==> src/rtl/multdiv_ctrl.sv <==
// Sequencing controller for an iterative multiply/divide datapath: IDLE -> LOAD -> RUN -> DONE.
// Optional macro DIV_ZERO_EARLY_EN: a divide by zero skips RUN and reports from LOAD straight to DONE.
module multdiv_ctrl #(
  parameter int unsigned MULT_CYCLES = 32,
  parameter int unsigned DIV_CYCLES  = 33
) (
  input  logic       clk,
  input  logic       reset,
  input  logic       ctrl_MULT,
  input  logic       ctrl_DIV,
  input  logic       div_zero,
  output logic       busy,
  output logic       load,
  output logic       step,
  output logic       op_div,
  output logic [5:0] cnt,
  output logic       data_resultRDY,
  output logic       data_exception
);

  localparam int unsigned CNT_W = 6;
  localparam logic [CNT_W-1:0] MULT_LAST = CNT_W'(MULT_CYCLES - 1);
  localparam logic [CNT_W-1:0] DIV_LAST  = CNT_W'(DIV_CYCLES - 1);

  typedef enum logic [1:0] {IDLE, LOAD, RUN, DONE} state_e;

  state_e           state_q, state_d;
  logic             op_div_q, op_div_d;
  logic             dz_q, dz_d;
  logic [CNT_W-1:0] cnt_q, cnt_d;
  logic             busy_q, busy_d;
  logic             load_q, load_d;
  logic             step_q, step_d;
  logic             rdy_q, rdy_d;
  logic             exc_q, exc_d;
  logic             last_iter;

  // Next state and next outputs; outputs are decoded from the next state so they register cleanly.
  always_comb begin
    state_d   = state_q;
    op_div_d  = op_div_q;
    dz_d      = dz_q;
    cnt_d     = '0;
    last_iter = (cnt_q == (op_div_q ? DIV_LAST : MULT_LAST));
    case (state_q)
      IDLE, DONE: begin
        if (ctrl_MULT || ctrl_DIV) begin
          state_d  = LOAD;
          op_div_d = ~ctrl_MULT;
        end else begin
          state_d = IDLE;
        end
      end
      LOAD: begin
        dz_d    = div_zero;
        state_d = RUN;
`ifdef DIV_ZERO_EARLY_EN
        if (op_div_q && div_zero) begin
          state_d = DONE;
        end
`endif
      end
      RUN: begin
        if (last_iter) begin
          state_d = DONE;
        end else begin
          cnt_d = cnt_q + CNT_W'(1);
        end
      end
      default: state_d = IDLE;
    endcase
    busy_d = (state_d == LOAD) || (state_d == RUN);
    load_d = (state_d == LOAD);
    step_d = (state_d == RUN);
    rdy_d  = (state_d == DONE);
    exc_d  = (state_d == DONE) && op_div_d && dz_d;
  end

  always_ff @(posedge clk) begin
    if (reset) begin
      state_q  <= IDLE;
      op_div_q <= 1'b0;
      dz_q     <= 1'b0;
      cnt_q    <= '0;
      busy_q   <= 1'b0;
      load_q   <= 1'b0;
      step_q   <= 1'b0;
      rdy_q    <= 1'b0;
      exc_q    <= 1'b0;
    end else begin
      state_q  <= state_d;
      op_div_q <= op_div_d;
      dz_q     <= dz_d;
      cnt_q    <= cnt_d;
      busy_q   <= busy_d;
      load_q   <= load_d;
      step_q   <= step_d;
      rdy_q    <= rdy_d;
      exc_q    <= exc_d;
    end
  end

  assign busy           = busy_q;
  assign load           = load_q;
  assign step           = step_q;
  assign op_div         = op_div_q;
  assign cnt            = cnt_q;
  assign data_resultRDY = rdy_q;
  assign data_exception = exc_q;

endmodule

==> config.mk <==
export PLATFORM = sky130hd
export DESIGN_NAME = multdiv_ctrl
export DESIGN_NICKNAME = d
export VERILOG_FILES = /design/src/rtl/multdiv_ctrl.sv
export SDC_FILE = /design/constraint.sdc
export NUM_CORES = 1
export LEC_CHECK = 0
export CAP_MARGIN = 10
export CORE_MARGIN = 1
export CORE_UTILIZATION = 49
export DETAILED_ROUTE_END_ITERATION = 12
export PLACE_DENSITY = 0.83
export SLEW_MARGIN = 30
export SYNTH_ARGS = -nofsm -noshare
export SYNTH_HDL_FRONTEND = slang
export SYNTH_SLANG_ARGS = --single-unit
==> constraint.sdc <==
create_clock -name clk -period 3.4 [get_ports clk]
set_input_delay 0.34 -clock clk [delete_from_list [all_inputs] [get_ports clk]]
set_output_delay 0.34 -clock clk [all_outputs]
set_load 0.1 [all_outputs]
==> Yosys cells after proc, flatten, opt, wreduce, memory -nomap -nowiden <==
Index checks and enable logic that the tools add are counted.
{ "totals": {"in_bits": 5, "out_inout_bits": 12, "ff_bits": 15} }
{ "classes": {"reduce_logical": 7, "n_mux": 7, "add_sub_neg": 1, "bitwise": 2, "eq_ne": 7} }
{ "ops": {"columns": ["operator", "count"], "rows": [
  ["equality test 2 bit, second input constant", 4],
  ["adder 6 x 1 -> 6 bit, second input constant", 1],
  ["equality test 6 bit", 1],
  ["two-way mux 6 bit", 1],
  ["case mux 2 bit (3 select lines)", 1],
  ["equality test 2 x 1 -> 1 bit, second input constant", 2],
  ["two-way mux 1 bit", 4],
  ["OR reduction 3 bit", 1],
  ["logical AND 1 bit", 2],
  ["logical NOT 2 bit", 1],
  ["logical OR 1 bit", 2],
  ["two-way mux 2 bit", 1],
  ["NOT 1 bit", 2],
  ["OR reduction 2 bit", 1]
]} }

==> Logic depth before layout (Yosys ltp) <==
Gate-level depths: netlist of run 1.
{ "depth": {"ltp_word": 7, "ltp_mapped": 8} }

==> Worst setup path before layout of run 1 <==
OpenSTA, ideal clock, no wires.
{ "synth_timing": {"path_kind": "reg-to-reg", "startpoint": "register cnt_q[0], in the netlist cnt[0]", "endpoint": "register exc_q, in the netlist data_exception", "stages_incl_launch_ff": 8, "arrival_time_ns": 2.319, "t_required_ns": 3.320, "path_buffers": 0, "slack_ns": 1.001, "path_cell_list": "dfxtp_1 > and3_4 > nand3_4 > o31ai_2 > o31a_1 > ha_1 > nor2b_1 > nor3b_1"} }
{ "synth_between": {"elab_chain_cells": 6} }
{ "synth_rtl": {"columns": ["item", "line", "source"], "rows": [
  ["from (decl)", "30", "logic [CNT_W-1:0] cnt_q, cnt_d;"],
  ["from (signal assigned)", "94", "cnt_q <= cnt_d;"],
  ["equality test 6 bit", "44", "last_iter = (cnt_q == (op_div_q ? DIV_LAST : MULT_LAST));"],
  ["two-way mux 2 bit", "64", "if (last_iter) begin"],
  ["case mux 2 bit (3 select lines)", "45", "case (state_q)"],
  ["net state_d[0]", "27", "state_e state_q, state_d;"],
  ["equality test 2 bit", null, null],
  ["net rdy_d", "34", "logic rdy_q, rdy_d;"],
  ["logical AND 1 bit (2 in a row)", "76", "exc_d = (state_d == DONE) && op_div_d && dz_d;"],
  ["to (signal assigned)", "89", "exc_q <= 1'b0;"],
  ["to (signal assigned)", "99", "exc_q <= exc_d;"],
  ["to (decl)", "35", "logic exc_q, exc_d;"]
]} }
The timed path passes the listed nets, and every way through them passes these cells.
A chain may end at the register's enable or synchronous reset.

==> Final worst setup path of run 1 <==
{ "layout_timing": {"startpoint": "register cnt_q[3], in the netlist cnt[3]", "endpoint": "output cnt[3]"} }
{ "layout_rtl": {"columns": ["item", "line", "source"], "rows": [
  ["to (decl)", "16", "output logic [5:0] cnt,"]
]} }
No word-level cell between the ends.

==> results of run 1 <==
-- flip-flops by register name (all words and copies together) (netlist names) --
name and cells:
busy 1, cnt 6, data_exception 1, data_resultRDY 1, dz_q 1, load 1, op_div 1, state_q 2
step 1
-- report_power, final --
group / internal [mW] / switching (mW)
Sequential: 0.203 / 0.0163
Clock: 0.0439 / 0.0638
Combinational: 0.0864 / 0.212
Total: 0.333 / 0.292
-- cells by family (layout without fill, tap and decap cells) --
family,count (synthesis),in the layout,share of synthesized area (%)
simple gates,23,23,20.3
buf+inv,6,25,3.38
compound gates,10,10,12.2
flops,15,15,45.1
mux,2,2,3.76
fa+ha+maj,6,6,11.3
xor+xnor,3,3,3.95
-- cells in the mapped netlist, drive strengths merged, types with 2 or more instances --
master / n
nor3b: 2
nor2: 10
o31ai: 2
inv: 5
dfxtp: 15
and3: 2
a21oi: 2
xnor2: 2
nor2b: 4
nand3: 3
ha: 6
o21ai: 2
-- worst min-delay path by stage --
| stage | to | from |
|---|---|---|
| after floorplan | dz_q | dz_q |
| after global placement | cnt[0] | cnt[0] |
| after detailed placement | cnt[0] | cnt[0] |
| after CTS | cnt[0] | cnt[0] |
| after global routing | cnt[0] | cnt[0] |
| final | cnt[0] | cnt[0] |
-- per-stage QoR --
stage / std cells / worst slack [ns]
floorplan: 65 / 1.00
global placement: 94 / 1.46
detailed placement: 94 / 1.39
CTS: 98 / 1.09
global route: 98 / 1.07
finish: 98 / 1.10
-- per-layer routing --
layer / GRT usage (%) / routed length (um) / share of wire [%] / vias to the layer above
li1: - / - / - / 262
met1: 26.1 / 638 / 49 / 229
met2: 30.0 / 594 / 46 / 11
met3: 6.94 / 42 / 3.2 / 2
met4: 7.76 / 20 / 1.5 / 0
met5: 0 / 0 / 0 / -
-- layout make-up --
class	count	area share, %
sequential	15	34.6
clock inverter	1	0.577
timing repair buffer	16	18.5
multi-input combinational	44	39.5
clock buffer	3	2.60
tap	14	2.02
inverter	5	2.16
==> results.json, run 1 <==
{
  "status": "finished, final reports clean",
  "diodes": 0,
  "r2r_cells": 8,
  "ctsHoldBuffers": 0,
  "ff_latch_area_um2": 300,
  "ant_nets": 0,
  "wl_um": 1300,
  "io_pins": 17,
  "cp-end-kind": "output port",
  "drive_gt1_share_pct": 10.7,
  "crit_start": "cnt[3]",
  "cts_made_buffers": 3,
  "yosys-top-cells-area": "dfxtp_1 (45%), ha_1 (11%), nor2_1 (5.6%)",
  "leakagePower_nw": 0.343,
  "synth_cell_types": 25,
  "grt_pass1_wl_um": 1990,
  "cp_slowest_cell": "clkdlybuf4s50_1",
  "maxSlewViolCount": 0,
  "worstPathRequired_ns": 3.06,
  "syn_area_per_cell_um2": 10.2,
  "insertion_delay_ns": 0.30,
  "grt-ovfl-total": 0,
  "r2r_start": "state_q[0]",
  "post-route-period-util_pct": 67.7,
  "layout_min_cycle_time_ns": 2.30,
  "path_max_fanout": 5,
  "synth_fp_nets": 76,
  "htreeDepth": 1,
  "final_common_cell": "clkdlybuf4s50_1",
  "holdPathStages": 1,
  "via_per_inst": 5.14,
  "initial_core_util_pct": 56.1,
  "worst_slew_pin_slew_ns": 0.978,
  "cts-resized-gates": 0,
  "port_buffers": 16,
  "setup_viol": 0,
  "drt_pre_antenna_iters": 3,
  "num_vias": 504,
  "wl_per_cell_um": 13.2,
  "yosysWarnings": 0,
  "fin_setup_tns_ns": 0,
  "core_um2": 1190,
  "ctsLongestPathBuffers": 2,
  "max_cap_viol_count": 0,
  "num-fill-cells": 95,
  "cts_tree": "built",
  "grt_max_degree": 10,
  "p_per_area_nw_per_um2": 722,
  "rsz0062_at_grt": "false",
  "rows": 12,
  "ir_drop_uv": 439,
  "path_depth": 1,
  "drtIter0Drc": 8,
  "yosysTopAreaCell": "dfxtp_1",
  "crit_buf_inv": 1,
  "numClockSinks": 15,
  "cp_top_family": "buffers and inverters",
  "antenna_found_initial": 0,
  "crit_chain": "clkdlybuf4s50_1",
  "seq_area_frac_synth_pct": 45.1,
  "cp-endpoint": "cnt[3]",
  "root_buffer": "clkbuf_4",
  "fin_util_pct": 73.1,
  "syn_area_um2": 666,
  "synth_edf_count": 0,
  "yosysTopAreaCellShare_pct": 45.1,
  "drcViolationCount": 0,
  "mostFrequentLayoutCells": "clkdlybuf4s50_1 (16), dfxtp_1 (15), nor2_1 (10), ha_1 (6), inv_1 (5)",
  "syn_inst": 65,
  "post_dp_cell_area_um2": 840,
  "final_nets": 96,
  "area_growth_pct": 30.3,
  "postCtsSetupRepairBufs": 0,
  "fin_skew_ns": 0.0134,
  "die_h_um": 38.9,
  "grt_pass1_vias": 457,
  "criticalPathCategory": "flop to output port",
  "synthFlopType": "dfxtp_1",
  "async_reset_ff_share_pct": 0,
  "maxSlewHeadroom_pct": 34.6,
  "grt_usage_pct": 20.0,
  "cpPeakStageDelay_ns": 1.19,
  "ys_seq_elements": 15,
  "holdWs_ns": 0.495,
  "dieArea_um2": 1510,
  "cts.clk_slew.worst_paths_ns": 0.10,
  "multi_input_area_um2": 343,
  "critical_path_arrival_ns": 1.96,
  "finalHoldViolations": 0,
  "design_area_um2": 867,
  "timing.fmax_mhz": 435,
  "total_power_mw": 0.626,
  "dp_hpwl_um": 984,
  "gp_congestion": 0.770,
  "reg2reg_slack_ns": 1.33,
  "start_kind": "flop",
  "r2r_end": "data_exception",
  "hold_path.class": "flop to flop",
  "die_w_um": 38.9
}
Power figures use the tool's default switching activity.
==> run 2, diff against run 1 <==
--- a/config.mk
+++ b/config.mk
@@ -7,9 +7,9 @@
 export LEC_CHECK = 0
 export CAP_MARGIN = 10
 export CORE_MARGIN = 1
-export CORE_UTILIZATION = 49
+export CORE_UTILIZATION = 45
 export DETAILED_ROUTE_END_ITERATION = 12
-export PLACE_DENSITY = 0.83
+export PLACE_DENSITY = 0.77
 export SLEW_MARGIN = 30
 export SYNTH_ARGS = -nofsm -noshare
 export SYNTH_HDL_FRONTEND = slang
==> constraint.sdc (replaced) <==
create_clock -name clk -period 2.3 [get_ports clk]
set_input_delay 0.23 -clock clk [delete_from_list [all_inputs] [get_ports clk]]
set_output_delay 0.23 -clock clk [all_outputs]
set_load 0.1 [all_outputs]
==> run 2 against run 1 <==
Against the previous run:
- die area is 8.4% higher
- non-clock buffer count did not move
- final area fell by 2.9%
- count of clock-buffer cells in the layout unchanged
- critical endpoint is now data_exception
- clock skew down 0.011 ns
- hold slack got worse by 0.037 ns
- combinational power grew 42%
- first-iteration DRC count down 63%
- routed wire length is 12% lower
==> results.json, run 2 (synthesis gave the netlist of run 1 again) <==
{
  "status": "finished, final reports clean",
  "path_max_fanout": 9,
  "initial_core_util_pct": 49.9,
  "grt_usage_pct": 18.0,
  "post-route-period-util_pct": 84.6,
  "io_pins": 17,
  "wl_per_cell_um": 11.5,
  "hold_path.class": "flop to flop",
  "die_h_um": 40.5,
  "ctsLongestPathBuffers": 2,
  "finalHoldViolations": 0,
  "mostFrequentLayoutCells": "dfxtp_1 (12), buf_4 (12), nor2_1 (10), ha_1 (6), inv_1 (5)",
  "critical_path_arrival_ns": 2.16,
  "crit_start": "state_q[0]",
  "numClockSinks": 15,
  "grt_pass1_vias": 434,
  "insertion_delay_ns": 0.28,
  "grt-ovfl-total": 0,
  "antenna_found_initial": 0,
  "layout_min_cycle_time_ns": 1.95,
  "area_growth_pct": 26.5,
  "drt_pre_antenna_iters": 2,
  "leakagePower_nw": 0.368,
  "worst_slew_pin_slew_ns": 0.452,
  "dp_hpwl_um": 836,
  "root_buffer": "clkbuf_4",
  "ant_nets": 0,
  "p_per_area_nw_per_um2": 1070,
  "gp_congestion": 0.777,
  "core_um2": 1330,
  "ctsHoldBuffers": 0,
  "r2r_start": "state_q[0]",
  "wl_um": 1140,
  "min_from": "cnt[0]",
  "cp-endpoint": "data_exception",
  "rsz0062_at_grt": "false",
  "ir_drop_uv": 885,
  "seqPwrFrac_pct": 35.9,
  "fin_util_pct": 63.1,
  "intPower_mw": 0.483,
  "drtIter0Drc": 3,
  "maxSlewHeadroom_pct": 69.8,
  "cts-resized-gates": 0,
  "num_vias": 488,
  "timing.fmax_mhz": 514,
  "cts.clk_slew.worst_paths_ns": 0.10,
  "cts_tree": "built",
  "max_cap_viol_count": 0,
  "via_per_inst": 4.93,
  "r2r_cells": 8,
  "criticalPathCategory": "flop to flop",
  "layoutNonFillerInstCount": 99,
  "clkPwrFrac_pct": 17.1,
  "drcViolationCount": 0,
  "htreeDepth": 1,
  "p_sw_share_pct": 46.7,
  "largest_reg_flops": 6,
  "die_w_um": 40.5,
  "reg2reg_slack_ns": 0.35,
  "cts_made_buffers": 3,
  "diodes": 0,
  "dieArea_um2": 1640,
  "grt_pass1_wl_um": 1900,
  "pwr-share-comb_pct": 47.0,
  "fin_skew_ns": 0.00222,
  "grt_max_degree": 10,
  "drive_gt1_share_pct": 28.6,
  "port_buffers": 16,
  "maxSlewViolCount": 0,
  "p_sw_mw": 0.423,
  "start_kind": "flop",
  "worstPathRequired_ns": 2.51,
  "fin_setup_tns_ns": 0,
  "final_nets": 96,
  "r2r_end": "data_exception",
  "postCtsSetupRepairBufs": 0,
  "post-place-cells": 95,
  "cp-end-kind": "flop",
  "setup_viol": 0,
  "rows": 13
}
## run 2: changes by cell type in the layout (fill, tap and decap cells not counted), sizes merged
cell / change
buf: +12
clkdlybuf4s50: -12
## run 2: final cells by class
type	count	area, um2
clock inverter	1	5.00
inverter	5	18.8
timing repair buffer	16	130
multi-input combinational	44	343
sequential	15	304
tap	15	18.8
fill	120	492
clock buffer	3	22.5
## run 2: power groups by stage
stage / Combinational, mW / Clock, mW / Sequential, mW
after floorplan: 0.143 / 0 / 0.529
after global placement: 0.422 / 0 / 0.330
after detailed placement: 0.424 / 0 / 0.331
after CTS: 0.426 / 0.157 / 0.326
after global routing: 0.463 / 0.172 / 0.331
final: 0.425 / 0.154 / 0.325
## run 2: critical path, cell delays in order (launching register included)
cell and delay (ns):
dfxtp_1 0.41, inv_1 0.06, ha_1 0.41, o21ai_0 0.16, o21ai_0 0.14, o31a_1 0.21, ha_1 0.15, nor2b_1 0.15
nor3b_1 0.18
## run 2: worst min-delay path by stage
| stage | end | depth (start not counted) |
|---|---|---|
| after global placement | cnt[0] | 1 |
| final | cnt[0] | 1 |
| after CTS | cnt[0] | 1 |
| after global routing | cnt[0] | 1 |
| after floorplan | dz_q | 2 |
| after detailed placement | cnt[0] | 1 |
## run 2: layer usage
layer	track usage (%)	vias to the layer above	wire length (um)
li1	-	260	-
met4	7.50	0	0
met3	8.33	0	29
met1	25.6	221	625
met2	22.6	7	483
met5	0	-	0
## run 2: per-stage QoR
stage	cell area, um2	total power [mW]	setup WS (ns)	hold WS [ns]
2_1_floorplan	669	0.672	0.0695	0.397
6_report	842	0.905	0.355	0.458
5_1_grt	842	0.967	0.0704	0.475
3_5_place_dp	815	0.755	0.381	0.448
3_3_place_gp	815	0.753	0.460	0.439
4_1_cts	842	0.908	0.361	0.462
